**src/rtl/cam_pkg.sv**
```systemverilog
// Shared types, frame geometry and pixel packing for the camera capture sequencer.
package cam_pkg;

    localparam int unsigned H_PIX = 160;
    localparam int unsigned V_PIX = 120;
    localparam int unsigned FRAME = H_PIX * V_PIX;
    localparam int unsigned AW    = 15;
    localparam int unsigned DW    = 12;

    typedef enum logic [1:0] {
        IDLE    = 2'd0,
        ARMED   = 2'd1,
        CAPTURE = 2'd2,
        DONE    = 2'd3
    } cam_state_e;

    // RGB565 byte pair (high byte first) reduced to RGB444 by keeping the top bits of each channel
    function automatic logic [DW-1:0] rgb565_to_444(input logic [7:0] b0, input logic [7:0] b1);
        return {b0[7:4], b0[2:0], b1[7], b1[4:1]};
    endfunction

endpackage

```
**src/rtl/cam_sync_edge.sv**
```systemverilog
// Two-flop synchronizer for a bundle of async inputs, with edge detect on the top bits.
module cam_sync_edge #(
    parameter int unsigned W  = 11,
    parameter int unsigned RW = 2,
    parameter int unsigned FW = 1
) (
    input  logic             clk,
    input  logic             rst,
    input  logic [W-1:0]     din_i,
    output logic [W-RW-1:0]  sync_o,
    output logic [RW-1:0]    rise_o_c,
    output logic [FW-1:0]    fall_o_c
);

    logic [W-1:0]  meta_q;
    logic [W-1:0]  sync_q;
    logic [RW-1:0] dly_q;

    always_ff @(posedge clk or posedge rst) begin
        if (rst) begin
            meta_q <= '0;
            sync_q <= '0;
            dly_q  <= '0;
        end else begin
            meta_q <= din_i;
            sync_q <= meta_q;
            dly_q  <= sync_q[W-1 -: RW];
        end
    end

    // Edge-detected bits are the MSBs; falls are only formed on the topmost FW of them
    assign sync_o   = sync_q[W-RW-1:0];
    assign rise_o_c = sync_q[W-1 -: RW] & ~dly_q;
    assign fall_o_c = ~sync_q[W-1 -: FW] & dly_q[RW-1 -: FW];

endmodule

```
**src/rtl/cam_capture_ctrl.sv**
```systemverilog
// Frame-capture sequencer: conditions OV7670 timing, packs byte pairs to RGB444
// and writes them to sequential frame-buffer addresses under start/abort control.
module cam_capture_ctrl
    import cam_pkg::*;
#(
    parameter int unsigned FRAME_WORDS = FRAME
) (
    input  logic          clk,
    input  logic          rst,
    input  logic          CAM_PCLK,
    input  logic          CAM_HREF,
    input  logic          CAM_VSYNC,
    input  logic [7:0]    CAM_px_data,
    input  logic          start,
    input  logic          continuous,
    input  logic          abort,
    output logic [AW-1:0] DP_RAM_addr_in,
    output logic [DW-1:0] DP_RAM_data_in,
    output logic          DP_RAM_regW,
    output logic          busy,
    output logic          done,
    output logic          overflow,
    output logic [7:0]    frame_cnt
);

    localparam int unsigned SW = 11;
    localparam logic [AW-1:0] FRAME_A = AW'(FRAME_WORDS);

    logic [8:0]    sync_lo;
    logic [1:0]    rise;
    logic [0:0]    fall;
    logic          s_href;
    logic [7:0]    s_data;
    logic          pclk_rise;
    logic          vs_rise;
    logic          vs_fall;

    cam_state_e    state_q, state_d;
    logic [AW-1:0] addr_q, addr_d;
    logic [DW-1:0] data_q, data_d;
    logic          regw_q, regw_d;
    logic [7:0]    b0_q, b0_d;
    logic          phase_q, phase_d;
    logic          ovf_q, ovf_d;
    logic [7:0]    cnt_q, cnt_d;
    logic          busy_q, busy_d;
    logic          done_q, done_d;

    // VSYNC and PCLK sit on top so they get edge detect; HREF/data share the same depth
    cam_sync_edge #(.W(SW), .RW(2), .FW(1)) u_sync (
        .clk      (clk),
        .rst      (rst),
        .din_i    ({CAM_VSYNC, CAM_PCLK, CAM_HREF, CAM_px_data}),
        .sync_o   (sync_lo),
        .rise_o_c (rise),
        .fall_o_c (fall)
    );

    assign s_href    = sync_lo[8];
    assign s_data    = sync_lo[7:0];
    assign vs_rise   = rise[1];
    assign pclk_rise = rise[0];
    assign vs_fall   = fall[0];

    always_ff @(posedge clk or posedge rst) begin
        if (rst) state_q <= IDLE;
        else     state_q <= state_d;
    end

    always_comb begin
        state_d = state_q;
        case (state_q)
            IDLE:    if (start)   state_d = ARMED;
            ARMED:   if (vs_fall) state_d = CAPTURE;
            CAPTURE: if (vs_rise) state_d = DONE;
            DONE:    state_d = continuous ? ARMED : IDLE;
            default: state_d = IDLE;
        endcase
        if (abort) state_d = IDLE;
    end

    always_comb begin
        addr_d  = addr_q;
        data_d  = data_q;
        regw_d  = 1'b0;
        b0_d    = b0_q;
        phase_d = phase_q;
        ovf_d   = ovf_q;
        cnt_d   = cnt_q;
        busy_d  = (state_d != IDLE);
        done_d  = (state_d == DONE);

        if (regw_q) addr_d = addr_q + AW'(1);
        if (state_d == DONE) cnt_d = cnt_q + 8'd1;

        if (state_q == ARMED && state_d == CAPTURE) begin
            addr_d  = '0;
            phase_d = 1'b0;
            ovf_d   = 1'b0;
        end

        // Packing runs through the vs_rise cycle so a pair completing there is still written
        if (state_q == CAPTURE && !abort) begin
            if (!s_href) begin
                phase_d = 1'b0;
            end else if (pclk_rise) begin
                if (!phase_q) begin
                    b0_d    = s_data;
                    phase_d = 1'b1;
                end else begin
                    phase_d = 1'b0;
                    if (addr_q < FRAME_A) begin
                        regw_d = 1'b1;
                        data_d = rgb565_to_444(b0_q, s_data);
                    end else begin
                        ovf_d = 1'b1;
                    end
                end
            end
        end
    end

    always_ff @(posedge clk or posedge rst) begin
        if (rst) begin
            addr_q  <= '0;
            data_q  <= '0;
            regw_q  <= 1'b0;
            b0_q    <= '0;
            phase_q <= 1'b0;
            ovf_q   <= 1'b0;
            cnt_q   <= '0;
            busy_q  <= 1'b0;
            done_q  <= 1'b0;
        end else begin
            addr_q  <= addr_d;
            data_q  <= data_d;
            regw_q  <= regw_d;
            b0_q    <= b0_d;
            phase_q <= phase_d;
            ovf_q   <= ovf_d;
            cnt_q   <= cnt_d;
            busy_q  <= busy_d;
            done_q  <= done_d;
        end
    end

    assign DP_RAM_addr_in = addr_q;
    assign DP_RAM_data_in = data_q;
    assign DP_RAM_regW    = regw_q;
    assign busy           = busy_q;
    assign done           = done_q;
    assign overflow       = ovf_q;
    assign frame_cnt      = cnt_q;

endmodule

```
**config.mk**
```make
export PLATFORM = sky130hd
export DESIGN_NAME = cam_capture_ctrl
export DESIGN_NICKNAME = d
export VERILOG_FILES = /design/src/rtl/cam_pkg.sv /design/src/rtl/cam_sync_edge.sv /design/src/rtl/cam_capture_ctrl.sv
export SDC_FILE = /design/constraint.sdc
export NUM_CORES = 1
export LEC_CHECK = 0
export ABC_AREA = 1
export CORE_MARGIN = 3
export CORE_UTILIZATION = 56
export DETAILED_ROUTE_END_ITERATION = 8
export PLACE_DENSITY = 0.85
export SETUP_SLACK_MARGIN = 0.15
export SYNTH_ARGS = -nofsm -noshare
export SYNTH_HDL_FRONTEND = slang
export SYNTH_SLANG_ARGS = --single-unit
export TNS_END_PERCENT = 100
```
**constraint.sdc**
```tcl
create_clock -name clk -period 5.23 [get_ports clk]
set_input_delay 1.046 -clock clk [delete_from_list [all_inputs] [get_ports clk]]
set_output_delay 1.046 -clock clk [all_outputs]
set_load 0.05 [all_outputs]
```
== After elaboration in Yosys (flattened, before gate mapping) ==
Cells that the tools add are included.
Storage, ports and cells
  register bits: 74
  logic and storage cells: 58
  output and inout bits: 39
Cells by class
  bitwise logic cells: 5
  $add $sub $neg: 2
  multiplexer cells: 24
  equality and inequality tests: 5
  $lt $le $gt $ge: 1
  reductions and logical operators: 8
Operator list (number)
  2-to-1 mux 15 bit: 2
  2-to-1 mux 1 bit: 17
  adder 15 x 1 -> 15 bit, second input constant: 1
  < comparator 15 bit, second input constant: 1
  adder 8 x 1 -> 8 bit, second input constant: 1
  equality test 2 bit, second input constant: 4
  2-to-1 mux 2 bit: 4
  one-hot mux 2 bit (4 select lines): 1
  AND reduction 5 bit: 1
  AND reduction 4 bit: 1
  nonzero test 2 bit: 2
  bitwise AND 2 bit: 1
  equality test 2 x 1 -> 1 bit, second input constant: 1
  logical AND 1 bit: 2
  zero test 2 bit: 1
  NOT 1 bit: 2
  NOT 2 bit: 1
  bitwise AND 1 bit: 1
  zero test 1 bit: 1

== Depth between registers and ports, before layout ==
  word-level depth: 13
  depth in mapped cells: 9
  depth with buffers taken out: 9

== By module ==
From an unflattened synthesis, not the netlist that was laid out.
Unflattened totals
  cells, all modules: 330
  area total of the unflattened synthesis: 3096.7 um2
By module, submodules not included
  cam_capture_ctrl: area each 2402.3 um2, instances 1, cells each 290
  cam_sync_edge: area each 694.4 um2, instances 1, cells each 40

== Worst setup path after synthesis ==
Ideal clock, no wire load.
  path kind: input to register
  from: in abort
  to: reg data_q[0], in the netlist DP_RAM_data_in[0]
  stages on the path: 8
  data arrival time: 1.783 ns
  setup time: 0.118 ns
  required time: 5.112 ns
  path slack: 3.329 ns
  path buffers: 1
  cells stage by stage: inv_1 > nand3_2 > nor2_2 > nand3_2 > nand2b_4 > buf_2 > nand2_1 > nand2_1
On the way
  cells in the longest elaborated chain, start to end: 3
Ends and longest elaborated chain
  from (decl): RTL line cam_capture_ctrl.sv:16  | input logic abort,
  zero test 1 bit: RTL line cam_capture_ctrl.sv:103  | if (state_q == CAPTURE && !abort) begin
  logical AND 1 bit: RTL line cam_capture_ctrl.sv:103
  AND reduction 5 bit (no line)
  to (signal assigned): RTL line cam_capture_ctrl.sv:136  | data_q <= data_d;
  to (decl): RTL line cam_capture_ctrl.sv:40  | logic [DW-1:0] data_q, data_d;
Every way passes these cells.
A chain may end at the register's enable or synchronous reset.

== Worst setup path after layout ==
  from: reg regw_q, in the netlist DP_RAM_regW
  to: out DP_RAM_regW
RTL lines
  from (decl): RTL line cam_capture_ctrl.sv:41  | logic regw_q, regw_d;
  from (signal assigned): RTL line cam_capture_ctrl.sv:137  | regw_q <= regw_d;
  to (decl): RTL line cam_capture_ctrl.sv:19  | output logic DP_RAM_regW,
No word-level cell between the ends.

==> impl_metrics.tcl <==
set metrics [dict create \
    synth.ff_latch_count 73 \
    max_slew_margin_pct 59.2 \
    cp_top_family "buffers and inverters" \
    drc 0 \
    die_area_mm2 0.00625 \
    max_stage_delay_ns 0.88 \
    p_leak_uw 0.00186 \
    place_area_mm2 0.00358 \
    drv_cap 0 \
    synth_top_family_by_area "simple AND/OR/NAND/NOR gates" \
    path_max_fanout 9 \
    synthArstFlopShare_pct 100 \
    syn_inst 318 \
    hold_class "flop to flop" \
    synth_edf_count 0 \
    layout-drive-gt1-share_pct 8.59 \
    htreeDepth 3 \
    syn_area_mm2 0.00299 \
    max_clock_freq_mhz 355 \
    required_ns 4.18 \
    crit_start "DP_RAM_regW" \
    setup.worst_path.class "flop to primary output" \
    antenna_found_initial 0 \
    grt_pass1_vias 2368 \
    finalWorstSetupSlack_ns 2.42 \
    min-delay-start "u_sync.meta_q[2]" \
    synth_fa_ha_area_share_pct 0.838 \
    stdcell_area_mm2 0.00383 \
    die_h_um 79.0 \
    end_kind "primary output" \
    tightestPinTransition_ns 0.611 \
    rsz0062_at_grt "no" \
    ioPinCount 55 \
    ys_seq_area_share_pct 61.1 \
    wl_mm 5.88 \
    tns_ns 0 \
    synth_fp_nets 336 \
    num_vias 2300 \
    avgSynthCellArea_um2 9.40 \
    insertedDiodeCount 0 \
    avgViaCountPerCell 5.10 \
    cts_resized 0 \
    yosys.area_share.xor_xnor_pct 2.64 \
    dieWidth_um 79.0 \
    worst_skew_pair.late_latency_ns 0.34 \
    nets 397 \
    fin_util_pct 77.5 \
    skew_ns 0.00838 \
    crit_arrival_ns 1.77 \
    path_cells "clkdlybuf4s50_1" \
    rows 25 \
    gp_congestion 0.931 \
    startpoint_type "flop" \
    drtAntennaViolNets 0 \
    grt_pass1_wl_mm 10.5 \
    p_per_area_mw_per_mm2 392 \
    setup_viol 0 \
    cts.sinks 73 \
    grt_max_degree 45 \
    hold_violations 0 \
    outcome "finished clean" \
    core_mm2 0.00494 \
    port_buffers 54 \
    cts_buffers 9 \
    post-place-ws_ns 2.56 \
    fin_crit_sh_pct 53.8 \
    cts.reportedPaths.clkPinSlew_ns 0.08 \
    synth_top_flop_cell "dfrtp_1" \
    ctsHoldBuffers 0 \
    dp_hpwl_mm 3.95 \
    area_delta_synth_final_pct 28.2 \
    ys_warn_count 0 \
    tritoncts "done" \
    grt_overflow_total 0 \
    first_iter_violations 142 \
    critPathBufInv 1 \
    layout_min_cycle_time_ns 2.81 \
    synth_compound_area_share_pct 4.48 \
    critPathSlowestCell "clkdlybuf4s50_1" \
    post_cts_buffers 0 \
    firstDrtPassIters 4 \
    max-vdd-ir-drop_v 0.000347 \
    initial_utilization_pct 60.5 \
    grtUsageTotal_pct 21.7 \
    clockBufferDepth 2 \
    slew_viol_final 0 \
    synth-simple-area-share_pct 25.2 \
    wl_per_cell_um 13.0 \
    clock-root-buffer "clkbuf_8" \
    worstReg2RegStart "state_q[1]" \
    synthMuxAreaShare_pct 0 \
    whs_ns 0.350 \
    post_synth_num_cell_types 28 \
]
==> Yosys cell counts (3+ instances only) <==
cell type	instances	area share, %
nand2_1	109	14
dfrtp_1	73	61
inv_1	32	4.0
nor2_1	24	3.0
o21ai_0	14	2.3
nand3_1	10	1.7
nor3_1	7	1.2
a21oi_1	6	1.0
nand4_1	5	1.0
nor2_2	5	1.0
xor2_1	5	1.5
xnor2_1	4	1.2
nand3_2	3	1.0
==> sequential cells by signal (all words and copies together), names as in the netlist <==
register,count
DP_RAM_addr_in,15
u_sync.meta_q,11
phase_q,1
busy,1
u_sync.sync_q,11
u_sync.dly_q,2
state_q,2
b0_q,7
overflow,1
DP_RAM_regW,1
frame_cnt,8
done,1
DP_RAM_data_in,12
==> logic make-up (layout without fill, tap and decap cells) <==
| group | count (synthesis) | in the layout |
|---|---|---|
| fa+ha+maj | 2 | 2 |
| xor+xnor | 9 | 9 |
| flops | 73 | 73 |
| compound gates | 25 | 25 |
| simple gates | 170 | 170 |
| buf+inv | 39 | 105 |
==> power by group <==
group          total (uW)  internal (uW)  switching [uW]  leakage [uW]
logic                 293           99.0             194      0.000791
registers             665            617            48.1      0.000946
clock network         544            332             212      0.000127
==> worst paths after layout <==
check                      cells past startpoint            endpoint  slack (ns)
setup / recovery                               1         DP_RAM_regW        2.42
hold / removal                                 0    u_sync.sync_q[2]        0.35
setup reg to reg                               7  DP_RAM_addr_in[14]        3.64
hold reg to reg                                0    u_sync.sync_q[2]        0.35
max in group asynchronous                      3    u_sync.meta_q[9]        3.17
min in group asynchronous                      2    u_sync.sync_q[2]        1.10
==> through the flow <==
step	total power, uW	instances
floorplan	864	318
global placement	958	435
detailed placement	967	435
CTS	1510	451
global route	1570	451
finish	1500	451
==> final cells by class <==
type	instances	area [um2]
Sequential cell	73	1830
Fill cell	352	1110
Multi-Input combinational cell	206	991
Timing Repair Buffer	55	548
Clock buffer	10	138
Inverter	34	130
Clock inverter	6	113
Tap cell	67	83.8
==> per-layer routing <==
layer | GRT usage (%) | vias up | wire length [um]
li1 | - | 1119 | -
met5 | 0 | - | 0
met4 | 8.08 | 0 | 106
met1 | 27.1 | 1085 | 2450
met2 | 36.5 | 83 | 3010
met3 | 5.67 | 13 | 309
==> cell usage in the layout (no fill, tap or decap) <==
cell,instances
nand2_1,109
dfrtp_1,73
clkdlybuf4s50_1,54
inv_1,31
nor2_1,24
o21ai_0,14
nand3_1,10
clkbuf_8,10
nor3_1,7
a21oi_1,6
nor2_2,5
nand4_1,5
xor2_1,5
xnor2_1,4
nand3_2,3
bufinv_16,3
inv_2,2
nand3b_1,2
o21ai_1,2
o21bai_1,2
ha_1,2
inv_6,2
nand2_2,1
nand3_4,1
inv_4,1
a21oi_2,1
nand2b_4,1
nor3_4,1
nor3b_1,1
clkinv_2,1
buf_4,1
Note: power is estimated with default switching activity, not from simulation.
